[src/rtl/mem_stage.sv]
// mem_stage
// ---------
// Memory-access pipeline stage sitting between execute and writeback.
// Holds one instruction from execute, waits for the data-memory response
// of loads/stores, aligns and extends load data, picks the final result
// (load data, timer value, mul/div result or ALU result) and hands the
// instruction on to writeback.
//
// Ports
//   clk, reset          clock and synchronous active-high reset
//   es_to_ms_valid/bus  incoming instruction from execute
//   ms_allowin          this stage can accept an instruction
//   ws_allowin          writeback can accept an instruction
//   ms_to_ws_valid/bus  outgoing instruction to writeback
//   ms_forward          {valid, gr_we, dest, result, mem_pending, res_from_csr}
//                       forwarding/hazard information for decode
//   data_sram_data_ok   one response per issued data access
//   data_sram_rdata     load data, valid together with data_ok
//   mul_result          64-bit multiplier product
//   div_q, div_r        divider quotient and remainder
//   excp_flush          exception flush
//   ertn_flush          exception-return flush
//   ms_ex               the valid instruction held here carries an exception

module mem_stage #(
    parameter int ES_TO_MS_BUS_WD = 218,
    parameter int MS_TO_WS_BUS_WD = 168,
    parameter int MS_FORWARD_WD   = 41,
    parameter int DISCARD_W       = 2
) (
    input  logic                       clk,
    input  logic                       reset,
    input  logic                       es_to_ms_valid,
    input  logic [ES_TO_MS_BUS_WD-1:0] es_to_ms_bus,
    output logic                       ms_allowin,
    input  logic                       ws_allowin,
    output logic                       ms_to_ws_valid,
    output logic [MS_TO_WS_BUS_WD-1:0] ms_to_ws_bus,
    output logic [MS_FORWARD_WD-1:0]   ms_forward,
    input  logic                       data_sram_data_ok,
    input  logic [31:0]                data_sram_rdata,
    input  logic [63:0]                mul_result,
    input  logic [31:0]                div_q,
    input  logic [31:0]                div_r,
    input  logic                       excp_flush,
    input  logic                       ertn_flush,
    output logic                       ms_ex
);

    // The named fields occupy the low 217 bits of the incoming bus.
    localparam int FIELDS_WD = 217;
    localparam logic [DISCARD_W-1:0] DISCARD_MAX = '1;

    logic                       ms_valid;
    logic [ES_TO_MS_BUS_WD-1:0] bus_r;
    logic                       data_buf_valid;
    logic [31:0]                data_buf;
    logic [DISCARD_W-1:0]       discard_cnt;

    logic [31:0] pc;
    logic        ld_b, ld_h, ld_w, st_b, st_h, st_w, ld_bu, ld_hu;
    logic        ertn;
    logic [4:0]  dest;
    logic        gr_we;
    logic        res_from_cnt, res_from_mem, res_from_csr;
    logic [1:0]  addr_lo2;
    logic [3:0]  mul_div_op;
    logic        mul_div_sign;
    logic [31:0] alu_result, timer_value;
    logic        excp;
    logic [15:0] excp_num;
    logic        csr_we;
    logic [13:0] csr_num;
    logic [31:0] csr_wmask, csr_wdata;

    assign {pc, ld_b, ld_h, ld_w, st_b, st_h, st_w, ld_bu, ld_hu, ertn, dest,
            gr_we, res_from_cnt, res_from_mem, res_from_csr, addr_lo2,
            mul_div_op, mul_div_sign, alu_result, timer_value, excp, excp_num,
            csr_we, csr_num, csr_wmask, csr_wdata} = bus_r[FIELDS_WD-1:0];

    logic flush;
    logic need_resp;
    logic resp_ok;
    logic ms_ready_go;
    logic ms_leave;
    logic mem_pending;
    logic discard_inc;
    logic discard_dec;

    assign flush       = excp_flush | ertn_flush;
    // An excepting instruction never issued its request, so nothing to wait for.
    assign need_resp   = (ld_b | ld_h | ld_w | st_b | st_h | st_w | ld_bu | ld_hu) & ~excp;
    // Responses still owed to flushed instructions are not ours.
    assign resp_ok     = data_sram_data_ok & (discard_cnt == '0);
    assign ms_ready_go = ~flush & (~need_resp | data_buf_valid | resp_ok);
    assign ms_allowin  = ~ms_valid | (ms_ready_go & ws_allowin) | flush;
    assign ms_to_ws_valid = ms_valid & ms_ready_go;
    assign ms_leave    = ms_to_ws_valid & ws_allowin;
    assign mem_pending = need_resp & ~data_buf_valid & ~resp_ok;

    assign discard_inc = flush & ms_valid & need_resp & ~data_buf_valid & ~resp_ok;
    assign discard_dec = data_sram_data_ok & (discard_cnt != '0);

    // Stage valid bit and payload register.
    always_ff @(posedge clk) begin
        if (reset) begin
            ms_valid <= 1'b0;
            bus_r    <= '0;
        end else begin
            if (ms_allowin) begin
                ms_valid <= es_to_ms_valid;
            end
            if (es_to_ms_valid & ms_allowin) begin
                bus_r <= es_to_ms_bus;
            end
        end
    end

    // Holds a response that arrived while writeback was stalled, since the
    // memory only presents rdata for the single data_ok cycle.
    always_ff @(posedge clk) begin
        if (reset) begin
            data_buf_valid <= 1'b0;
            data_buf       <= '0;
        end else if (ms_leave | flush) begin
            data_buf_valid <= 1'b0;
        end else if (ms_valid & need_resp & resp_ok & ~data_buf_valid &
                     ~(ms_ready_go & ws_allowin)) begin
            data_buf_valid <= 1'b1;
            data_buf       <= data_sram_rdata;
        end
    end

    // Counts responses still in flight for instructions killed by a flush.
    always_ff @(posedge clk) begin
        if (reset) begin
            discard_cnt <= '0;
        end else if (discard_inc & ~discard_dec) begin
            if (discard_cnt != DISCARD_MAX) begin
                discard_cnt <= discard_cnt + 1'b1;
            end
        end else if (discard_dec & ~discard_inc) begin
            discard_cnt <= discard_cnt - 1'b1;
        end
    end

    // Load alignment and extension.
    logic [31:0] mem_word;
    logic [7:0]  mem_byte;
    logic [15:0] mem_half;
    logic [31:0] load_result;

    assign mem_word = data_buf_valid ? data_buf : data_sram_rdata;
    assign mem_half = addr_lo2[1] ? mem_word[31:16] : mem_word[15:0];

    always_comb begin
        mem_byte = mem_word[7:0];
        case (addr_lo2)
            2'd0: mem_byte = mem_word[7:0];
            2'd1: mem_byte = mem_word[15:8];
            2'd2: mem_byte = mem_word[23:16];
            2'd3: mem_byte = mem_word[31:24];
            default: mem_byte = mem_word[7:0];
        endcase
    end

    always_comb begin
        load_result = mem_word;
        if (ld_b) begin
            load_result = {{24{mem_byte[7]}}, mem_byte};
        end else if (ld_bu) begin
            load_result = {24'b0, mem_byte};
        end else if (ld_h) begin
            load_result = {{16{mem_half[15]}}, mem_half};
        end else if (ld_hu) begin
            load_result = {16'b0, mem_half};
        end
    end

    // Multiply/divide result selection and final result priority.
    logic [31:0] mul_div_result;
    logic [31:0] final_result;

    always_comb begin
        mul_div_result = 32'b0;
        if (mul_div_op[0]) begin
            mul_div_result = mul_result[31:0];
        end else if (mul_div_op[1]) begin
            mul_div_result = mul_result[63:32];
        end else if (mul_div_op[2]) begin
            mul_div_result = div_q;
        end else if (mul_div_op[3]) begin
            mul_div_result = div_r;
        end
    end

    always_comb begin
        final_result = alu_result;
        if (res_from_mem) begin
            final_result = load_result;
        end else if (res_from_cnt) begin
            final_result = timer_value;
        end else if (mul_div_op != 4'b0) begin
            final_result = mul_div_result;
        end
    end

    assign ms_to_ws_bus = {pc, ertn, dest, gr_we, res_from_csr, final_result,
                           excp, excp_num, csr_we, csr_num, csr_wmask, csr_wdata};

    assign ms_forward = {ms_valid, gr_we, dest, final_result, mem_pending, res_from_csr};

    assign ms_ex = ms_valid & excp;

endmodule

[config.mk]
export PLATFORM = sky130hd
export DESIGN_NAME = mem_stage
export DESIGN_NICKNAME = d
export VERILOG_FILES = /design/src/rtl/mem_stage.sv
export SDC_FILE = /design/constraint.sdc
export NUM_CORES = 1
export LEC_CHECK = 0
export BUFFER_PORTS_ARGS = -buffer_cell sky130_fd_sc_hd__buf_2
export CAP_MARGIN = 25
export CORE_AREA = 10 10 226 228
export CTS_CLUSTER_SIZE = 30
export DETAILED_ROUTE_END_ITERATION = 8
export DIE_AREA = 0 0 236 238
export PLACE_DENSITY_LB_ADDON = 0.3
export SYNTH_ARGS = -nofsm -noshare
export SYNTH_HDL_FRONTEND = slang
export SYNTH_SLANG_ARGS = --single-unit
[constraint.sdc]
create_clock -name clk -period 6.11 [get_ports clk]
set_input_delay 0.9165 -clock clk [delete_from_list [all_inputs] [get_ports clk]]
set_output_delay 0.9165 -clock clk [all_outputs]
set_load 0.05 [all_outputs]
==> metrics.md, run 1 <==
| Metric | Value |
|---|---|
| Proportion of layout cells with a drive suffix above 1 | 0.3325 |
| Seq cells post-synth | 252 |
| WP data required | about 5200 ps |
| Final Hold Vio Count | 0 |
| Main combinational cell family by area after synthesis | compound AO/OA/AOI/OAI gates |
| Post-Layout Inst Area | 0.01588 mm^2 |
| Clock buffer depth | 3 |
| DP Cell Count | between 2k and 3k |
| Number of synthesized flops with an enable pin | 0 |
| Largest net degree at the start of global routing | ~160 |
| PortBufs | 594 |
| Multiplexer area fraction after synthesis | 0.03229 |
| DIE HEIGHT | about 240 um |
| Library cells used by synthesis | 49 |
| CP max FO | 35 |
| Synthesized Nets | 2123 |
| H-tree levels | 1 |
| CTS Sinks | 252 |
| Final ANT Viol Nets | 0 |
| Starting density of the core | 0.2784 |
| Sequential element share of the synthesized area | 0.3909 |
| Mapped Area | between 0.01 and 0.015 mm^2 |
| Num CTS Buffers | 29 |
| Layout Nets | 2455 |
| Post-DP HPWL | 43.20 mm |
| Compound-Gate Fraction of Synth Area | 0.2317 |
| Final TNS setup | 0 ps |
| Simple-gate area share of the yosys netlist | 0.1863 |
| Yosys warnings | 0 |
| Period utilization | 0.7631 |
| Fin cells | 2706 |
| Gr usage total | 0.1834 |
| Fmax | 214.5 MHz |
| Synth Flop Type | dfxtp_1 |
| CORE AREA | 0.04636 mm^2 |
| PnR Total Power | about 5 mW |
| Gp weighted congestion | between 0.9 and 1 |
| Initial DRC Count | approximately 950 |
| # setup viols final | 0 |
| Row count | approximately 80 |
| Wire length on met3 | 5.010 mm |
| Max Used Layer | met5 |
| Post-CTS Hold Fix Bufs | 0 |
| Commonest non-fill, non-tap cells in the layout | 593 x buf_2, 528 x nand2_1, 326 x a21oi_1, 247 x dfxtp_1, 55 x nor2_1 |
| Post_cts resized | 0 |
| Filler cells | 5046 |
| Synth Instances | ~1.7k |
| Mean routed wirelength per cell | between 20 and 25 um |
| Setup crit end kind | output pin |
| Min cycle time layout | 4663 ps |
| Synth top area share | 0.3909 |
| Placed Area | 0.01497 mm^2 |
| Area delta synth->final | 23.09% |
| Top post-synthesis cells by area | dfxtp_1 39%, nand2_1 15%, a21oi_1 13% |
| Global-route wire length before repair | 81.39 mm |
| Setup crit start kind | flop |
| I/O pin cnt | 597 |
| LEAKAGE | 7.327 nW |
| Vias per cell | 4.840 |
| Synth Area in XOR/XNOR | 0 |
| Max-slew violation count | 0 |
| Finished Core Util | 0.3426 |
| TritonCTS clock tree | yes |
| Slew margin rel. | 0.3592 |
| Avg Synthesized Cell Area | 7.425 um^2 |
| GR Overflow Total | 0 |
| Final wirelength | between 50 and 60 mm |
| Worst-path clk slew | 60 ps |
| Asr flop ratio synth | 0 |
| Clk_lat worst skew | 560 ps |
| Synth Area in Adders | 0 |
| Initial antenna violation count | 20 |
| Die ar. | 0.05617 mm^2 |
| PwrDens | 314.3 mW/mm^2 |
| Root Driver | clkbuf_16 |
| Commonest non-fill, non-tap cell in the layout | buf_2 |
| Vias in the first global route | 13.05k |
| Drt drc | 0 |
| RSZ-0062 raised after global routing | false |
| Tightest Pin Transition | 956.0 ps |
| Max-cap viol count | 0 |
| Largest area contributor in the netlist | dfxtp_1 |
| Die W | 236 um |
| Skew final | ~8.4 ps |
| Buffer count from post-CTS setup fixing | 0 |
| Hold Crit Class | flop to flop |
| Critical path class | flop to output pin |
| Vias post-DR | 13.10k |
| CP arrival | 3750 ps |
| Worst IR Drop VDD | between 150 and 200 uV |
| Pre-antenna DRT Iters | 5 |
| Met2 WL post-DR | approximately 27 mm |
| Met1 wire length | 21.54 mm |
| Outcome | finished, final reports clean |
[critical path, cell delays in order, from the launching register on]
cell      delay, ps
dfxtp_1         290
buf_4           250
or4_2          1020
nand2b_1        420
a221oi_1        140
o32ai_1         660
buf_2           390
[worst paths after layout]
path / start / cells after the start / end / slack [ps]
worst min-delay path: bus_r[41]$_SDFFE_PP0P_ / 2 / bus_r[41]$_SDFFE_PP0P_ / 450
worst max register to register: bus_r[177]$_SDFFE_PP0P_ / 6 / bus_r[95]$_SDFFE_PP0P_ / 2990
worst min register to register: bus_r[41]$_SDFFE_PP0P_ / 2 / bus_r[41]$_SDFFE_PP0P_ / 450
worst max-delay path: bus_r[163]$_SDFFE_PP0P_ / 6 / ms_forward[6] / 1450
[logic make-up (layout without fill, tap and decap cells)]
kind of cell,Yosys count,after routing
multiplexers,36,36
flip-flops,252,252
AO/OA/AOI/OAI,486,486
AND/OR/NAND/NOR,616,616
buffers and inverters,348,700
other,0,9
[cell type report]
class | count | area, um^2 | area share
antenna | 9 | 22.52 | 0.001418
clock buffer | 41 | 820.8 | 0.05167
clock inverter | 10 | 58.81 | 0.003702
inverter | 36 | 135.1 | 0.008507
multi-input combinational | 1138 | 5842 | 0.3678
sequential | 252 | 5051 | 0.3180
tap | 607 | 759.5 | 0.04781
timing repair buffer | 613 | 3194 | 0.2011
[stage by stage]
stage                     setup slack [ps]  hold WS (ps)
final                                 1447         446.2
after global routing                  1360         464.1
after CTS                             1464         449.3
after detailed placement              2044         442.1
after global placement                2074         435.4
after floorplan                       2066         426.3
[power breakdown]
part | internal (mW) | leakage, nW | switching, mW
clock network | 0.929 | 0.434 | 0.700
logic | 0.412 | 4.82 | 1.14
registers | 1.75 | 2.08 | 0.0624
[synthesized netlist by cell type (all sizes together) (4+ instances only)]
cell type,instances
nand2,528
a21oi,326
dfxtp,252
buf,208
clkbuf,104
nor2,55
a22oi,48
inv,35
a221o,32
a211o,24
mux2i,18
mux2,15
o211ai,9
o21ai,9
a221oi,8
nand2b,8
o32ai,7
a311oi,4
nor2b,4
o221ai,4
o22ai,4
[layer usage]
metal,up-vias,track usage
li1,6351,-
met1,6139,0.2115
met2,530,0.3247
met3,69,0.05469
met4,8,0.04779
met5,-,0
[sequential cells by signal, indices dropped and copies added (netlist names)]
name            cells
discard_cnt         2
data_buf_valid      1
bus_r             216
data_buf           32
ms_valid            1
Power figures use the tool's default switching activity.
==> run 2, diff against run 1 <==
Clock period 6.11 ns to 3.8 ns, I/O delays scaled along.
==> metrics.md, run 2 (synthesis gave the netlist of run 1 again) <==
| Metric | Value |
|---|---|
| Finished Core Util | 0.3471 (was 0.3426) |
| Gate power share | 0.305 (was 0.312) |
| Worst-path clk slew | 60 ps (about the same) |
| DP Cell Count | 2652 (was 2645) |
| CORE AREA | 0.04636 mm^2 (unchanged) |
| Commonest non-fill, non-tap cell in the layout | buf_2 (unchanged) |
| Fmax | 269.9 MHz |
| Pre-CTS setup slack | 561.2 ps (was 2044 ps) |
| Skew final | 18.91 ps (was 8.427 ps) |
| Worst Slack Setup Final | 95.15 ps (was 1447 ps) |
| Proportion of layout cells with a drive suffix above 1 | 0.3360 (was 0.3325) |
| Min cycle time layout | 3705 ps |
| Post-DP HPWL | 43.94 mm (was 43.20 mm) |
| Die ar. | 0.05617 mm^2 (unchanged) |
| Placed Area | 0.01506 mm^2 (was 0.01497 mm^2) |
| Gr usage total | 0.1857 (was 0.1834) |
| Starting density of the core | 0.2784 (unchanged) |
| Setup crit start kind | flop (unchanged) |
| CP max FO | 56 (was 35) |
| CP Launch Point | bus_r[161]$_SDFFE_PP0P_ (was bus_r[163]$_SDFFE_PP0P_) |
| LEAKAGE | 7.419 nW (was 7.327 nW) |
| I/O pin cnt | 597 (unchanged) |
| Met1 wire length | 21.85 mm (was 21.54 mm) |
| Final TNS setup | 0 ps (unchanged) |
| Initial antenna violation count | 28 (was 20) |
| Post-CTS Hold Fix Bufs | 0 (unchanged) |
| Final wirelength | 55.79 mm (was 55.27 mm) |
| Setup crit end kind | output pin (unchanged) |
| Gp weighted congestion | 0.9451 (was 0.9194) |
| Wire length on met3 | 4.960 mm (was 5.010 mm) |
| Vias in the first global route | 13.10k (was 13.05k) |
| Commonest non-fill, non-tap cells in the layout | 590 x buf_2, 528 x nand2_1, 326 x a21oi_1, 247 x dfxtp_1, 55 x nor2_1 (was 593 x buf_2, 528 x nand2_1, 326 x a21oi_1, 247 x dfxtp_1, 55 x nor2_1) |
| PortBufs | 594 (unchanged) |
| Net Sw Frac | 0.3728 (was 0.3820) |
| Vias per cell | 4.805 (was 4.840) |
| Clk_lat worst skew | 570 ps (was 560 ps) |
| Fin cells | 2718 (was 2706) |
| Largest net degree at the start of global routing | 116 (was 159) |
| Int Pwr | 5.222 mW (was 3.086 mW) |
| Final Hold Vio Count | 0 (unchanged) |
| Filler cells | 5007 (was 5046) |
| Layout Nets | 2462 (was 2455) |
| Final ANT Viol Nets | 0 (unchanged) |
| Max Used Layer | met5 (unchanged) |
| CP arrival | 3130 ps (was 3750 ps) |
| Min-delay src | es_to_ms_bus[23] (was bus_r[41]$_SDFFE_PP0P_) |
| Die W | 236 um (unchanged) |
| Largest register FFs | 216 (unchanged) |
| Mean routed wirelength per cell | 20.53 um (was 20.42 um) |
| Root Driver | clkbuf_16 (unchanged) |
| RSZ-0062 raised after global routing | false (unchanged) |
| Area delta synth->final | 24.69% (was 23.09%) |
| Period utilization | 0.9750 |
| Largest registers | bus_r: 216 flops, data_buf: 32 flops, discard_cnt: 2 flops (unchanged) |
| Global-route wire length before repair | 81.99 mm (was 81.39 mm) |
| Tightest Pin Transition | 939.8 ps (was 956.0 ps) |
| WP data required | 3230 ps (was 5190 ps) |
| Max-cap viol count | 0 (unchanged) |
| Slew margin rel. | 0.3734 (was 0.3592) |
| Num CTS Buffers | 30 (was 29) |
| GR Overflow Total | 0 (unchanged) |
| Post-Layout Inst Area | 0.01609 mm^2 (was 0.01588 mm^2) |
| Row count | 79 (unchanged) |
| Worst IR Drop VDD | 322.7 uV (was 171.6 uV) |
| Initial DRC Count | 824 (was 945) |
| H-tree levels | 1 (unchanged) |
| Clock share of power | 0.347 (was 0.326) |
| Drt drc | 0 (unchanged) |
| Met2 WL post-DR | 26.77 mm (was 27.43 mm) |
| Hold WS | 233.9 ps (was 446.2 ps) |
| Max-slew violation count | 0 (unchanged) |
| Vias post-DR | 13.06k (was 13.10k) |
| Buffer count from post-CTS setup fixing | 0 (unchanged) |
| Pre-antenna DRT Iters | 5 (unchanged) |
| Critical path class | flop to output pin (unchanged) |
| Hold Crit Class | input port to flop (was flop to flop) |
| PwrDens | 517.4 mW/mm^2 (was 314.3 mW/mm^2) |
| Clock buffer depth | 3 (unchanged) |
| Sw Pwr | 3.104 mW (was 1.907 mW) |
| Seq pwr share | 0.348 (was 0.362) |
| Reg with most FFs | bus_r (unchanged) |
| Post_cts resized | 0 (unchanged) |
| DIE HEIGHT | 238 um (unchanged) |
| PnR Total Power | 8.326 mW (was 4.993 mW) |
| # setup viols final | 0 (unchanged) |
| Outcome | finished, final reports clean (unchanged) |
| CTS Sinks | 252 (unchanged) |
| FF-to-FF Start | bus_r[177]$_SDFFE_PP0P_ (unchanged) |
| TritonCTS clock tree | yes (unchanged) |
[run 2: changes by cell type in the layout (fill, tap and decap cells not counted), moves of 3 or more]
cell / delta
buf_12: +3
buf_2: -3
buf_4: +6
bufinv_16: +3
diode_2: +4
[run 2: power groups by stage]
stage / Sequential (mW) / Clock, mW / Combinational, mW
6_report: 2.90 / 2.89 / 2.54
2_1_floorplan: 2.92 / 0 / 2.01
3_5_place_dp: 2.96 / 0 / 2.55
5_1_grt: 2.92 / 3.08 / 2.70
4_1_cts: 2.90 / 2.98 / 2.56
3_3_place_gp: 2.95 / 0 / 2.53
[run 2: worst paths after layout]
check / end / slack (ps) / depth (start not counted)
setup / recovery: ms_to_ws_bus[114] / 100 / 5
hold / removal: bus_r[23]$_SDFFE_PP0P_ / 230 / 3
setup reg to reg: bus_r[127]$_SDFFE_PP0P_ / 1250 / 6
hold reg to reg: bus_r[182]$_SDFFE_PP0P_ / 450 / 2
[run 2: layer usage]
layer / vias to the layer above / GRT usage
met2: 544 / 0.3167
met1: 6038 / 0.2101
met4: 12 / 0.08100
met3: 109 / 0.05872
li1: 6358 / -
met5: - / 0
[run 2: area by class of cell]
class / count / area, um^2 / share of cell area
Antenna cell: 13 / 32.53 / 0.002022
Multi-Input combinational cell: 1138 / 5844 / 0.3632
Clock buffer: 40 / 828.3 / 0.05147
Timing Repair Buffer: 619 / 3281 / 0.2039
Inverter: 36 / 135.1 / 0.008397
Tap cell: 607 / 759.5 / 0.04720
Sequential cell: 252 / 5051 / 0.3139
Clock inverter: 13 / 160.2 / 0.009953
[run 2: worst max-delay path, stage by stage (launching register included)]
cell and delay (ps):
dfxtp_2 320, or4_2 680, buf_4 340, a211o_1 390, a22oi_1 460, buf_2 370
